`src/rtl/golden_nonce_queue.sv`:
```
// Golden-nonce FIFO between the miner's hit detector and serial_transmit.
// Queues hits while the UART is busy and drains them through the send/busy handshake.
module golden_nonce_queue #(
  parameter int DEPTH_LOG2   = 2,
  parameter int BUSY_TIMEOUT = 16,
  parameter int DEDUP        = 1
) (
  input  logic                  hash_clk,
  input  logic                  reset_n,
  input  logic                  nonce_valid,
  input  logic [31:0]           nonce_in,
  input  logic                  flush,
  input  logic                  tx_busy,
  output logic                  tx_send,
  output logic [31:0]           tx_word,
  output logic [DEPTH_LOG2:0]   fifo_level,
  output logic                  overflow,
  output logic [15:0]           drop_count
);

  localparam int DEPTH = 1 << DEPTH_LOG2;
  localparam int TW    = $clog2(BUSY_TIMEOUT);

  localparam logic [DEPTH_LOG2:0]   LVL_ZERO = (DEPTH_LOG2+1)'(0);
  localparam logic [DEPTH_LOG2:0]   LVL_ONE  = (DEPTH_LOG2+1)'(1);
  localparam logic [DEPTH_LOG2:0]   LVL_FULL = (DEPTH_LOG2+1)'(DEPTH);
  localparam logic [DEPTH_LOG2-1:0] PTR_ZERO = DEPTH_LOG2'(0);
  localparam logic [DEPTH_LOG2-1:0] PTR_ONE  = DEPTH_LOG2'(1);
  localparam logic [TW-1:0]         TMR_ZERO = TW'(0);
  localparam logic [TW-1:0]         TMR_ONE  = TW'(1);
  localparam logic [TW-1:0]         TMR_LAST = TW'(BUSY_TIMEOUT - 1);

  typedef enum logic [1:0] {
    IDLE    = 2'd0,
    ARM     = 2'd1,
    WAIT_HI = 2'd2,
    WAIT_LO = 2'd3
  } state_t;

  state_t                state_r;
  logic [TW-1:0]         timer_r;
  logic [31:0]           mem_r [DEPTH];
  logic [DEPTH_LOG2-1:0] wr_ptr_r;
  logic [DEPTH_LOG2-1:0] rd_ptr_r;
  logic [DEPTH_LOG2:0]   level_r;
  logic [31:0]           hist_r;
  logic                  hist_valid_r;
  logic                  tx_send_r;
  logic [31:0]           tx_word_r;
  logic                  overflow_r;
  logic [15:0]           drop_count_r;

  logic                  full_s;
  logic                  pop_s;
  logic                  dup_s;
  logic                  push_req_s;
  logic                  push_ok_s;
  logic                  drop_s;
  logic [DEPTH_LOG2-1:0] wr_idx_s;
  logic [DEPTH_LOG2-1:0] wr_ptr_nxt_s;
  logic [DEPTH_LOG2-1:0] rd_ptr_nxt_s;
  logic [DEPTH_LOG2:0]   level_nxt_s;

  // Push/pop/drop decisions and next FIFO bookkeeping; flush takes precedence over pop.
  always_comb begin
    full_s       = (level_r == LVL_FULL);
    pop_s        = (state_r == WAIT_HI) && tx_busy && (level_r != LVL_ZERO) && !flush;
    dup_s        = (DEDUP != 0) && hist_valid_r && !flush && (nonce_in == hist_r);
    push_req_s   = nonce_valid && !dup_s;
    push_ok_s    = push_req_s && (flush || !full_s || pop_s);
    drop_s       = push_req_s && !push_ok_s;
    wr_idx_s     = flush ? PTR_ZERO : wr_ptr_r;
    wr_ptr_nxt_s = wr_ptr_r;
    rd_ptr_nxt_s = rd_ptr_r;
    level_nxt_s  = level_r;
    if (flush) begin
      rd_ptr_nxt_s = PTR_ZERO;
      wr_ptr_nxt_s = push_ok_s ? PTR_ONE : PTR_ZERO;
      level_nxt_s  = push_ok_s ? LVL_ONE : LVL_ZERO;
    end else begin
      rd_ptr_nxt_s = pop_s ? (rd_ptr_r + PTR_ONE) : rd_ptr_r;
      wr_ptr_nxt_s = push_ok_s ? (wr_ptr_r + PTR_ONE) : wr_ptr_r;
      if (push_ok_s && !pop_s) begin
        level_nxt_s = level_r + LVL_ONE;
      end else if (!push_ok_s && pop_s) begin
        level_nxt_s = level_r - LVL_ONE;
      end else begin
        level_nxt_s = level_r;
      end
    end
  end

  // Storage array; contents are don't-care until written, so it carries no reset.
  always_ff @(posedge hash_clk) begin
    if (reset_n && push_ok_s) begin
      mem_r[wr_idx_s] <= nonce_in;
    end
  end

  // FIFO pointers, dedup history and drop statistics.
  always_ff @(posedge hash_clk) begin
    if (!reset_n) begin
      wr_ptr_r     <= PTR_ZERO;
      rd_ptr_r     <= PTR_ZERO;
      level_r      <= LVL_ZERO;
      hist_r       <= 32'h0000_0000;
      hist_valid_r <= 1'b0;
      overflow_r   <= 1'b0;
      drop_count_r <= 16'h0000;
    end else begin
      wr_ptr_r <= wr_ptr_nxt_s;
      rd_ptr_r <= rd_ptr_nxt_s;
      level_r  <= level_nxt_s;
      if (push_ok_s) begin
        hist_r       <= nonce_in;
        hist_valid_r <= 1'b1;
      end else if (flush) begin
        hist_valid_r <= 1'b0;
      end
      if (drop_s) begin
        overflow_r <= 1'b1;
        if (drop_count_r != 16'hFFFF) begin
          drop_count_r <= drop_count_r + 16'h0001;
        end
      end
    end
  end

  // Transmit handshake FSM; a missing busy response sends the same head again.
  always_ff @(posedge hash_clk) begin
    if (!reset_n) begin
      state_r   <= IDLE;
      timer_r   <= TMR_ZERO;
      tx_send_r <= 1'b0;
      tx_word_r <= 32'h0000_0000;
    end else begin
      case (state_r)
        IDLE: begin
          if (level_r != LVL_ZERO) begin
            tx_word_r <= mem_r[rd_ptr_r];
            tx_send_r <= 1'b1;
            state_r   <= ARM;
          end
        end
        ARM: begin
          tx_send_r <= 1'b0;
          timer_r   <= TMR_ZERO;
          state_r   <= WAIT_HI;
        end
        WAIT_HI: begin
          if (tx_busy) begin
            state_r <= WAIT_LO;
          end else if (timer_r == TMR_LAST) begin
            state_r <= IDLE;
          end else begin
            timer_r <= timer_r + TMR_ONE;
          end
        end
        WAIT_LO: begin
          if (!tx_busy) begin
            state_r <= IDLE;
          end
        end
        default: begin
          tx_send_r <= 1'b0;
          state_r   <= IDLE;
        end
      endcase
    end
  end

  assign tx_send    = tx_send_r;
  assign tx_word    = tx_word_r;
  assign fifo_level = level_r;
  assign overflow   = overflow_r;
  assign drop_count = drop_count_r;

endmodule

```
`config.mk`:
```
export PLATFORM = sky130hd
export DESIGN_NAME = golden_nonce_queue
export DESIGN_NICKNAME = d
export VERILOG_FILES = /design/src/rtl/golden_nonce_queue.sv
export SDC_FILE = /design/constraint.sdc
export NUM_CORES = 1
export LEC_CHECK = 0
export ABC_AREA = 1
export CAP_MARGIN = 20
export CORE_MARGIN = 5
export CORE_UTILIZATION = 48
export CTS_CLUSTER_DIAMETER = 150
export DETAILED_ROUTE_END_ITERATION = 6
export GPL_TIMING_DRIVEN = 0
export PLACE_DENSITY = 0.8
export SYNTH_ARGS = -nofsm -noshare
export SYNTH_HDL_FRONTEND = slang
export SYNTH_SLANG_ARGS = --single-unit
```
`constraint.sdc`:
```
create_clock -name hash_clk -period 6.05 [get_ports hash_clk]
set_input_delay 1.5125 -clock hash_clk [delete_from_list [all_inputs] [get_ports hash_clk]]
set_output_delay 1.5125 -clock hash_clk [all_outputs]
set_load 0.1 [all_outputs]
```
==> impl_metrics.tcl, run 1 <==
set metrics [dict create \
    r2r_slack_ns 2.76 \
    hp-start "hist_r[8]$_SDFFE_PN0P_" \
    worst_r2r_startpoint "state_r[1]$_SDFFE_PN0P_" \
    worstSetupEndpointType "flop" \
    fmax_ghz 0.2268 \
    path_cells "clkdlybuf4s50_1 > inv_1 > o21ai_0 > nor2_1 > nand2_1 > nor2_1 > nand2_1 > inv_1 > nand2_2 > nand3_2 > inv_2 > nand2_1 > nor4_2 > buf_4 > buf_4" \
    synthSimpleGateAreaFrac_pct 16.25 \
    syn2layout_area_growth_pct 22.56 \
    cts_hold_buf 0 \
    syn-num-nets 1014 \
    cpLargestDelayFamily "buffers and inverters" \
    final_util_pct 59.99 \
    synth_mux_area_share_pct 0 \
    yosysUniqueCellTypes 37 \
    rsz0062_at_grt "false" \
    ant_nets 0 \
    syn_avg_cell_area_um2 9.464 \
    final-setup-viol-count 0 \
    async_flop_share_pct 0 \
    ys_ff_latch 224 \
    yosysSeqAreaShare_pct 62.55 \
    cts-root-buf "clkbuf_16" \
    status "completed" \
    coreArea_um2 18830 \
    path_class "input port to flop" \
    m1WireLength_um 8896 \
    synth_top_family_by_area "simple AND/OR/NAND/NOR gates" \
    grt_usage_pct 19.86 \
    ios 90 \
    timing.final.hold_violations 0 \
    die_h_um 148.6 \
    cts_tree "built" \
    critPathMostFrequentCell "nand2_1" \
    regToRegEndpoint "mem_r[2][13]$_DFFE_PP_" \
    met2_length_um 10640 \
    worstSkewPairLatency_ns 0.50 \
    synthFlopType "edfxtp_1" \
    vias 7248 \
    holdPathStages 2 \
    synth.area.top_cells "edfxtp_1 (42%), dfxtp_1 (21%), nor2_1 (7.1%)" \
    synth_xor_xnor_area_share_pct 1.235 \
    routabilityCongestion 0.9152 \
    port_buffers 89 \
    yosysWarnings 0 \
    arrival_ns 4.61 \
    drt_iter0_markers 683 \
    drive_above_1_share_pct 7.540 \
    cp_slowest_stage_delay_ns 0.71 \
    grt_pass1_wl_um 35380 \
    drc 0 \
    cts.clk_slew.worst_paths_ns 0.06 \
    cp_max_fo 9 \
    start_kind "input port" \
    cts_resized 0 \
    skew_ns 0.01120 \
    htreeDepth 1 \
    clkSinkCount 224 \
    vias_per_cell 5.275 \
    critPathBufInv 6 \
    cts_buffers 23 \
    worst_pin_slew_ns 1.039 \
    wl_per_cell_um 15.97 \
    cp.required_ns 6.25 \
    min_period_ns 4.410 \
    rows 50 \
    dr_wl_met3_um 1796 \
    synth_top_cell_area_share_pct 41.70 \
    yosys.cell_count.top_type "nor2_1" \
    clockBufferDepth 3 \
    fin_nets 1138 \
    antenna_found_initial 0 \
    floorplan.initialDensity_pct 48.95 \
    critPathSlowestCell "nor4_2" \
    diodes 0 \
    fp.dieArea_um2 22070 \
    synthCells 974 \
    synth_commonest_cells "nor2_1 (175), nand2_1 (133), edfxtp_1 (128), o21ai_0 (119), dfxtp_1 (96)" \
    grt_pass1_vias 7152 \
    top_layer "met4" \
    yosys.area_share.adder_pct 0.4887 \
    design_area_um2 11300 \
    dr.pass1.iters 5 \
    maxCapViolCount 0 \
    hold_class "flop to flop" \
    r2r_cells 10 \
    synth_compound_area_share_pct 13.34 \
    grt_max_degree 19 \
    ir_worst_vdd_v 0.0001684 \
    drt-total-wl_um 21940 \
    overflow 0 \
    p_leak_nw 4.121 \
    worstHoldEndpoint "hist_r[8]$_SDFFE_PN0P_" \
    dpl.hpwl_um 15190 \
    period_share_pct 72.89 \
    synth.cell_area_um2 9218 \
    power_density_nw_per_um2 324.0 \
    max_slew_margin_pct 30.50 \
    die_width_um 148.6 \
    synth_edf_count 128 \
    post-cts-setup-buffer-count 0 \
    synth_top_cell_by_area "edfxtp_1" \
    drv_slew 0 \
    place_area_um2 10580 \
]
==> cell type report <==
class / count / area (um^2)
plain buffers: 45 / 201.4
clock inverters: 14 / 116.4
multi-input cells: 608 / 2915
flip-flops and latches: 224 / 5766
repair buffers: 99 / 1008
well taps: 260 / 325.3
clock buffers: 27 / 600.6
inverters: 97 / 364.1
fillers: 1528 / 7533
==> metrics by stage <==
step | hold slack, ns | TNS (ns) | cells | setup WS [ns] | total power, mW
after CTS | 0.4667 | 0 | 1374 | 1.650 | 3.670
after detailed placement | 0.4574 | 0 | 1333 | 1.155 | 2.333
final | 0.4668 | 0 | 1374 | 1.640 | 3.660
after global routing | 0.4859 | 0 | 1374 | 1.397 | 3.786
after global placement | 0.4527 | -231.79 | 1323 | -2.880 | 2.317
after floorplan | 0.4437 | 0 | 974 | 0.1046 | 2.153
==> power breakdown <==
| part | total, mW | internal (mW) | switching [mW] |
|---|---|---|---|
| clock network | 1.36 | 0.792 | 0.566 |
| logic | 0.587 | 0.145 | 0.442 |
| registers | 1.72 | 1.68 | 0.0354 |
==> routing by layer <==
metal  vias to the layer above  global-route usage [%]
met1                      3422                   24.93
met4                         0                   7.483
met5                         -                       0
li1                       3514                       -
met3                        47                   4.205
met2                       265                   33.83
==> how the worst max path moves through the flow <==
| stage | startpoint | endpoint | slack (ns) | depth (start not counted) |
|---|---|---|---|---|
| 2_1_floorplan | nonce_in[3] | mem_r[2][0]$_DFFE_PP_ | 0.10 | 12 |
| 3_3_place_gp | nonce_in[13] | mem_r[2][12]$_DFFE_PP_ | -2.88 | 13 |
| 4_1_cts | nonce_in[5] | mem_r[2][13]$_DFFE_PP_ | 1.65 | 15 |
| 6_report | nonce_in[5] | mem_r[2][13]$_DFFE_PP_ | 1.64 | 15 |
| 3_5_place_dp | nonce_in[13] | mem_r[2][12]$_DFFE_PP_ | 1.15 | 15 |
| 5_1_grt | nonce_in[5] | mem_r[2][13]$_DFFE_PP_ | 1.40 | 15 |
==> flip-flops by register name (all words and copies together) (netlist names) <==
signal,cells
drop_count,16
tx_send,1
mem_r,128
hist_valid_r,1
timer_r,4
overflow,1
fifo_level,3
hist_r,32
state_r,2
rd_ptr_r,2
wr_ptr_r,2
tx_word,32
==> logic make-up (layout without fill, tap and decap cells) <==
family	after synthesis	after routing
buffers and inverters	142	282
xor gates and xnor gates	13	13
DFF	224	224
AOI/OAI and AO/OA	229	229
and+or+nand+nor	363	363
adders and majority gates	3	3
==> worst min-delay path: stages, from the launching register on <==
cell and delay (ns):
dfxtp_1 0.31, inv_1 0.06, a21oi_1 0.05
==> cells in the final DEF, fill, tap and decap left out, drive strengths merged, types with 2 or more instances in the layout <==
cell	n
nor2	177
nand2	145
o21ai	137
edfxtp	128
dfxtp	96
inv	96
clkdlybuf4s50	89
a21oi	55
clkbuf	55
a31oi	31
buf	27
nand3	15
nor3	15
clkinv	12
nand4	7
xor2	7
xnor2	6
o22ai	2
a311oi	2
and3	2
ha	2
bufinv	2
Note: power is estimated with default switching activity, not from simulation.
==> run 2, diff against run 1 <==
Clock period 6.05 ns to 4 ns, I/O delays scaled along.
==> impl_metrics.tcl, run 2 (synthesis gave the netlist of run 1 again) <==
set metrics [dict create \
    multi_input_comb_area_um2 2930 \
    cts-root-buf "clkbuf_16" \
    rows 50 \
    clkSinkCount 224 \
    fin_hold_ws_ns 0.4730 \
    layout_commonest_cell "nor2_1" \
    grt_max_degree 15 \
    final_cell_count_no_fill 1376 \
    cts_buffers 23 \
    worst_slack_ns 0.1673 \
    die_width_um 148.6 \
    path_class "input port to flop" \
    worstSkewPairLatency_ns 0.51 \
    drv_slew 0 \
    floorplan.initialDensity_pct 48.95 \
    regArea_um2 5766 \
    htreeDepth 1 \
    coreArea_um2 18830 \
    n_fill_cell 1491 \
    cp_slowest_stage_delay_ns 0.56 \
    vias 7245 \
    drive_above_1_share_pct 7.796 \
    drt-total-wl_um 22470 \
    cpLargestDelayFamily "buffers and inverters" \
    timing.setup.tns_ns 0 \
    grt_usage_pct 20.23 \
    min_period_ns 3.833 \
    skew_ns 0.01463 \
    status "completed" \
    period_share_pct 95.82 \
    syn2layout_area_growth_pct 22.98 \
    diodes 0 \
    worst_pin_slew_ns 1.013 \
    die_h_um 148.6 \
    dr.pass1.iters 5 \
    worstSetupEndpointType "flop" \
    overflow 0 \
    fin_nets 1139 \
    drc 0 \
    power_density_nw_per_um2 487.3 \
    cts.clk_slew.worst_paths_ns 0.06 \
    timing.final.hold_violations 0 \
    largest_register_ffs 128 \
    routabilityCongestion 0.9241 \
    maxCapViolCount 0 \
    dp.cells 1333 \
    clockBufferDepth 3 \
    hold_class "flop to flop" \
    path_cells "clkdlybuf4s50_1 > inv_1 > o21ai_0 > nor2_1 > nand2_1 > nor2_1 > nand2_1 > inv_1 > nand2_2 > nand3_2 > inv_2 > nand2_1 > a211oi_4 > buf_8 > buf_8" \
    grt_pass1_wl_um 35860 \
    grt_pass1_vias 7074 \
    ios 90 \
    cts_tree "built" \
    port_buffers 89 \
    final_util_pct 60.20 \
    dpl.hpwl_um 15390 \
    final-setup-viol-count 0 \
    critPathSlowestCell "clkdlybuf4s50_1" \
    mostFrequentLayoutCells "nor2_1 (175), nand2_1 (133), edfxtp_1 (128)" \
    fmax_ghz 0.2609 \
    ir_worst_vdd_v 0.0002485 \
    fp.dieArea_um2 22070 \
    critPathBufInv 6 \
    cp_max_fo 13 \
    largest-register "mem_r" \
    rsz0062_at_grt "false" \
    p_leak_nw 4.132 \
    antenna_found_initial 1 \
    vias_per_cell 5.265 \
    drt_iter0_markers 745 \
    ant_nets 0 \
    dp_slack_ns -0.3948 \
    wl_per_cell_um 16.33 \
    cp.required_ns 4.21 \
    max_slew_margin_pct 32.26 \
    arrival_ns 4.04 \
    critPathMostFrequentCell "nand2_1" \
    start_kind "input port" \
]
run 2: changes by cell type in the layout (fill, tap and decap cells not counted), sizes merged:
cell,previous run,this run
bufinv,2,1
buf,27,28
clkbuf,55,57
inv,96,97
clkinv,12,11
run 2: report_power, final:
| group | total [mW] | leakage (nW) | switching [mW] | internal (mW) |
|---|---|---|---|---|
| Clock | 2.03 | 0.357 | 0.855 | 1.18 |
| Sequential | 2.60 | 1.95 | 0.0542 | 2.54 |
| Combinational | 0.895 | 1.82 | 0.675 | 0.220 |
run 2: layout make-up:
type | count | area share [%]
Clock buffer | 29 | 5.541
Timing Repair Buffer | 100 | 9.051
Multi-Input combinational cell | 608 | 25.85
Sequential cell | 224 | 50.86
Tap cell | 260 | 2.870
Inverter | 97 | 3.212
Buffer | 45 | 1.777
Clock inverter | 13 | 0.8389
run 2: per-stage QoR:
stage               cell area (um^2)  power (mW)
floorplan                       9229       3.256
global placement               10450       3.504
detailed placement             10600       3.531
CTS                            11320       5.544
global route                   11340       5.721
finish                         11340       5.524
run 2: path summary, 6_finish.rpt:
kind,end,slack (ns),cells after the start,start
max,mem_r[0][14]$_DFFE_PP_,0.17,15,nonce_in[3]
min,hist_r[22]$_SDFFE_PN0P_,0.47,2,hist_r[22]$_SDFFE_PN0P_
max reg2reg,mem_r[0][14]$_DFFE_PP_,0.99,10,state_r[1]$_SDFFE_PN0P_
min reg2reg,hist_r[22]$_SDFFE_PN0P_,0.47,2,hist_r[22]$_SDFFE_PN0P_
run 2: per-layer routing:
layer / track usage (%) / part of all wire (%) / wire length (um) / up-vias
met5: 0 / 0.058 / 13 / -
met4: 8.083 / 3.4 / 769 / 2
met3: 4.509 / 7.9 / 1783 / 66
met2: 33.83 / 48 / 10890 / 286
met1: 25.61 / 40 / 9009 / 3371
li1: - / - / - / 3520
run 2: repair_timing:
action,4_1_cts,5_1_grt
endpoints found under the setup margin,0,33
gates resized for setup,0,1
hold buffers,0,0
buffers inserted,0,1
run 2: worst register-to-register path, cell delays in order (launching register included):
cell and delay (ns):
dfxtp_1 0.41, nand2_1 0.11, nor2_1 0.10, nand3_1 0.26, nand2_2 0.22, nand3_2 0.24, inv_2 0.24, nand2_1 0.15
a211oi_4 0.55, buf_8 0.25, buf_8 0.18
==> run 3, diff against run 2 <==
Settings changed: CAP_MARGIN 20 to unset, CORE_MARGIN 5 to 1.5.
==> impl_metrics.tcl, run 3 (synthesis gave the netlist of run 1 again) <==
set metrics [dict create \
    status "completed" \
    critPathMostFrequentCell "nand2_1" \
    rsz0062_at_grt "false" \
    regArea_um2 5766 \
    maxCapViolCount 0 \
    syn2layout_area_growth_pct 23.24 \
    grt_pass1_wl_um 35820 \
    vias_per_cell 5.401 \
    min_period_ns 3.694 \
    timing.final.hold_violations 0 \
    place_area_um2 10570 \
    dp.cells 1308 \
    grt_usage_pct 22.68 \
    diodes 0 \
    clkSinkCount 224 \
    vias 7302 \
    coreArea_um2 18770 \
    antenna_found_initial 0 \
    cts_resized 0 \
    die_width_um 141.6 \
    multi_input_comb_area_um2 2930 \
    fp.dieArea_um2 20040 \
    mostFrequentLayoutCells "nor2_1 (175), nand2_1 (133), edfxtp_1 (128)" \
    dpl.hpwl_um 14970 \
    floorplan.initialDensity_pct 49.11 \
    fin_nets 1140 \
    fmax_ghz 0.2707 \
    cp.required_ns 4.21 \
    path_cells "clkdlybuf4s50_1 > inv_1 > o21ai_0 > nor2_1 > nand2_1 > nor2_1 > nand2_1 > inv_1 > nand2_2 > nand3_2 > inv_2 > nand2_1 > nor3_4 > buf_6 > buf_6" \
    wl_per_cell_um 16.71 \
    ir_worst_vdd_v 0.0002699 \
    cts-root-buf "clkbuf_16" \
    cts.clk_slew.worst_paths_ns 0.06 \
    critPathSlowestCell "clkdlybuf4s50_1" \
    post-cts-setup-buffer-count 0 \
    drt_iter0_markers 461 \
    p_leak_nw 4.162 \
    clockBufferDepth 3 \
    cts_hold_buf 0 \
    overflow 0 \
    htreeDepth 1 \
    cp_slowest_stage_delay_ns 0.59 \
    routabilityCongestion 0.8832 \
    skew_ns 0.01035 \
    path_class "input port to flop" \
    port_buffers 89 \
    start_kind "input port" \
    power_density_nw_per_um2 497.6 \
    ios 90 \
    worst_pin_slew_ns 1.015 \
    cts_tree "built" \
    arrival_ns 3.91 \
    final_cell_count_no_fill 1352 \
    fin_hold_ws_ns 0.4667 \
    drt-total-wl_um 22590 \
    worstSetupEndpointType "flop" \
    grt_pass1_vias 7125 \
    worstSkewPairLatency_ns 0.51 \
    die_h_um 141.6 \
    n_fill_cell 1521 \
    total_power_mw 5.652 \
    final-setup-viol-count 0 \
    dr.pass1.iters 4 \
    grt_max_degree 15 \
    largest_register_ffs 128 \
    rows 50 \
    layout_commonest_cell "nor2_1" \
    largest-register "mem_r" \
    max_slew_margin_pct 32.14 \
    drc 0 \
    drv_slew 0 \
    ant_nets 0 \
    cp_max_fo 10 \
    period_share_pct 92.35 \
    cts_buffers 24 \
    drive_above_1_share_pct 7.871 \
    hold_class "flop to flop" \
    design_area_um2 11360 \
]
## run 3: changes by cell type in the layout (fill, tap and decap cells not counted), sizes merged
cell	previous run	this run
clkbuf	57	63
clkinvlp	1	0
inv	97	96
clkinv	11	9
## run 3: area by class of cell
cell class                 count  share of cell area (%)
sequential                   224                   50.75
inverter                      97                   3.205
clock buffer                  35                   6.278
tap                          234                   2.577
buffer                        45                   1.773
clock inverter                 9                  0.5838
timing repair buffer         100                   9.032
multi-input combinational    608                   25.80
## run 3: final timing paths
kind	startpoint	endpoint	slack, ns	cells past startpoint
setup / recovery	nonce_in[5]	mem_r[1][20]$_DFFE_PP_	0.31	15
hold / removal	hist_r[28]$_SDFFE_PN0P_	hist_r[28]$_SDFFE_PN0P_	0.47	2
setup reg to reg	state_r[1]$_SDFFE_PN0P_	mem_r[1][20]$_DFFE_PP_	1.06	10
hold reg to reg	hist_r[28]$_SDFFE_PN0P_	hist_r[28]$_SDFFE_PN0P_	0.47	2
## run 3: worst max-delay path: cells and delay by family
family	cells	cell delay [ns]
buffers and inverters	6	1.39
AND/OR/NAND/NOR	8	1.33
AO/OA/AOI/OAI	1	0.19
## run 3: layer usage
layer	GRT usage [%]	part of all wire (%)	vias up
met5	0	0	-
met3	4.556	7.6	45
met4	8.464	2.2	0
li1	-	-	3526
met2	40.08	50	282
met1	27.42	40	3449
## run 3: stage by stage
step	TNS [ns]	setup slack [ns]	utilization, %
final	0	0.3059	60.53
after global placement	-300.08	-2.990	55.48
after global routing	0	0.07487	60.53
after floorplan	-53.16	-0.7072	-
after CTS	0	0.1223	60.49
after detailed placement	-4.823	-0.2938	56.34
## run 3: power breakdown
group | leakage [nW] | internal (mW) | switching [mW]
registers | 1.95 | 2.54 | 0.0548
logic | 1.82 | 0.220 | 0.674
clock network | 0.388 | 1.30 | 0.867
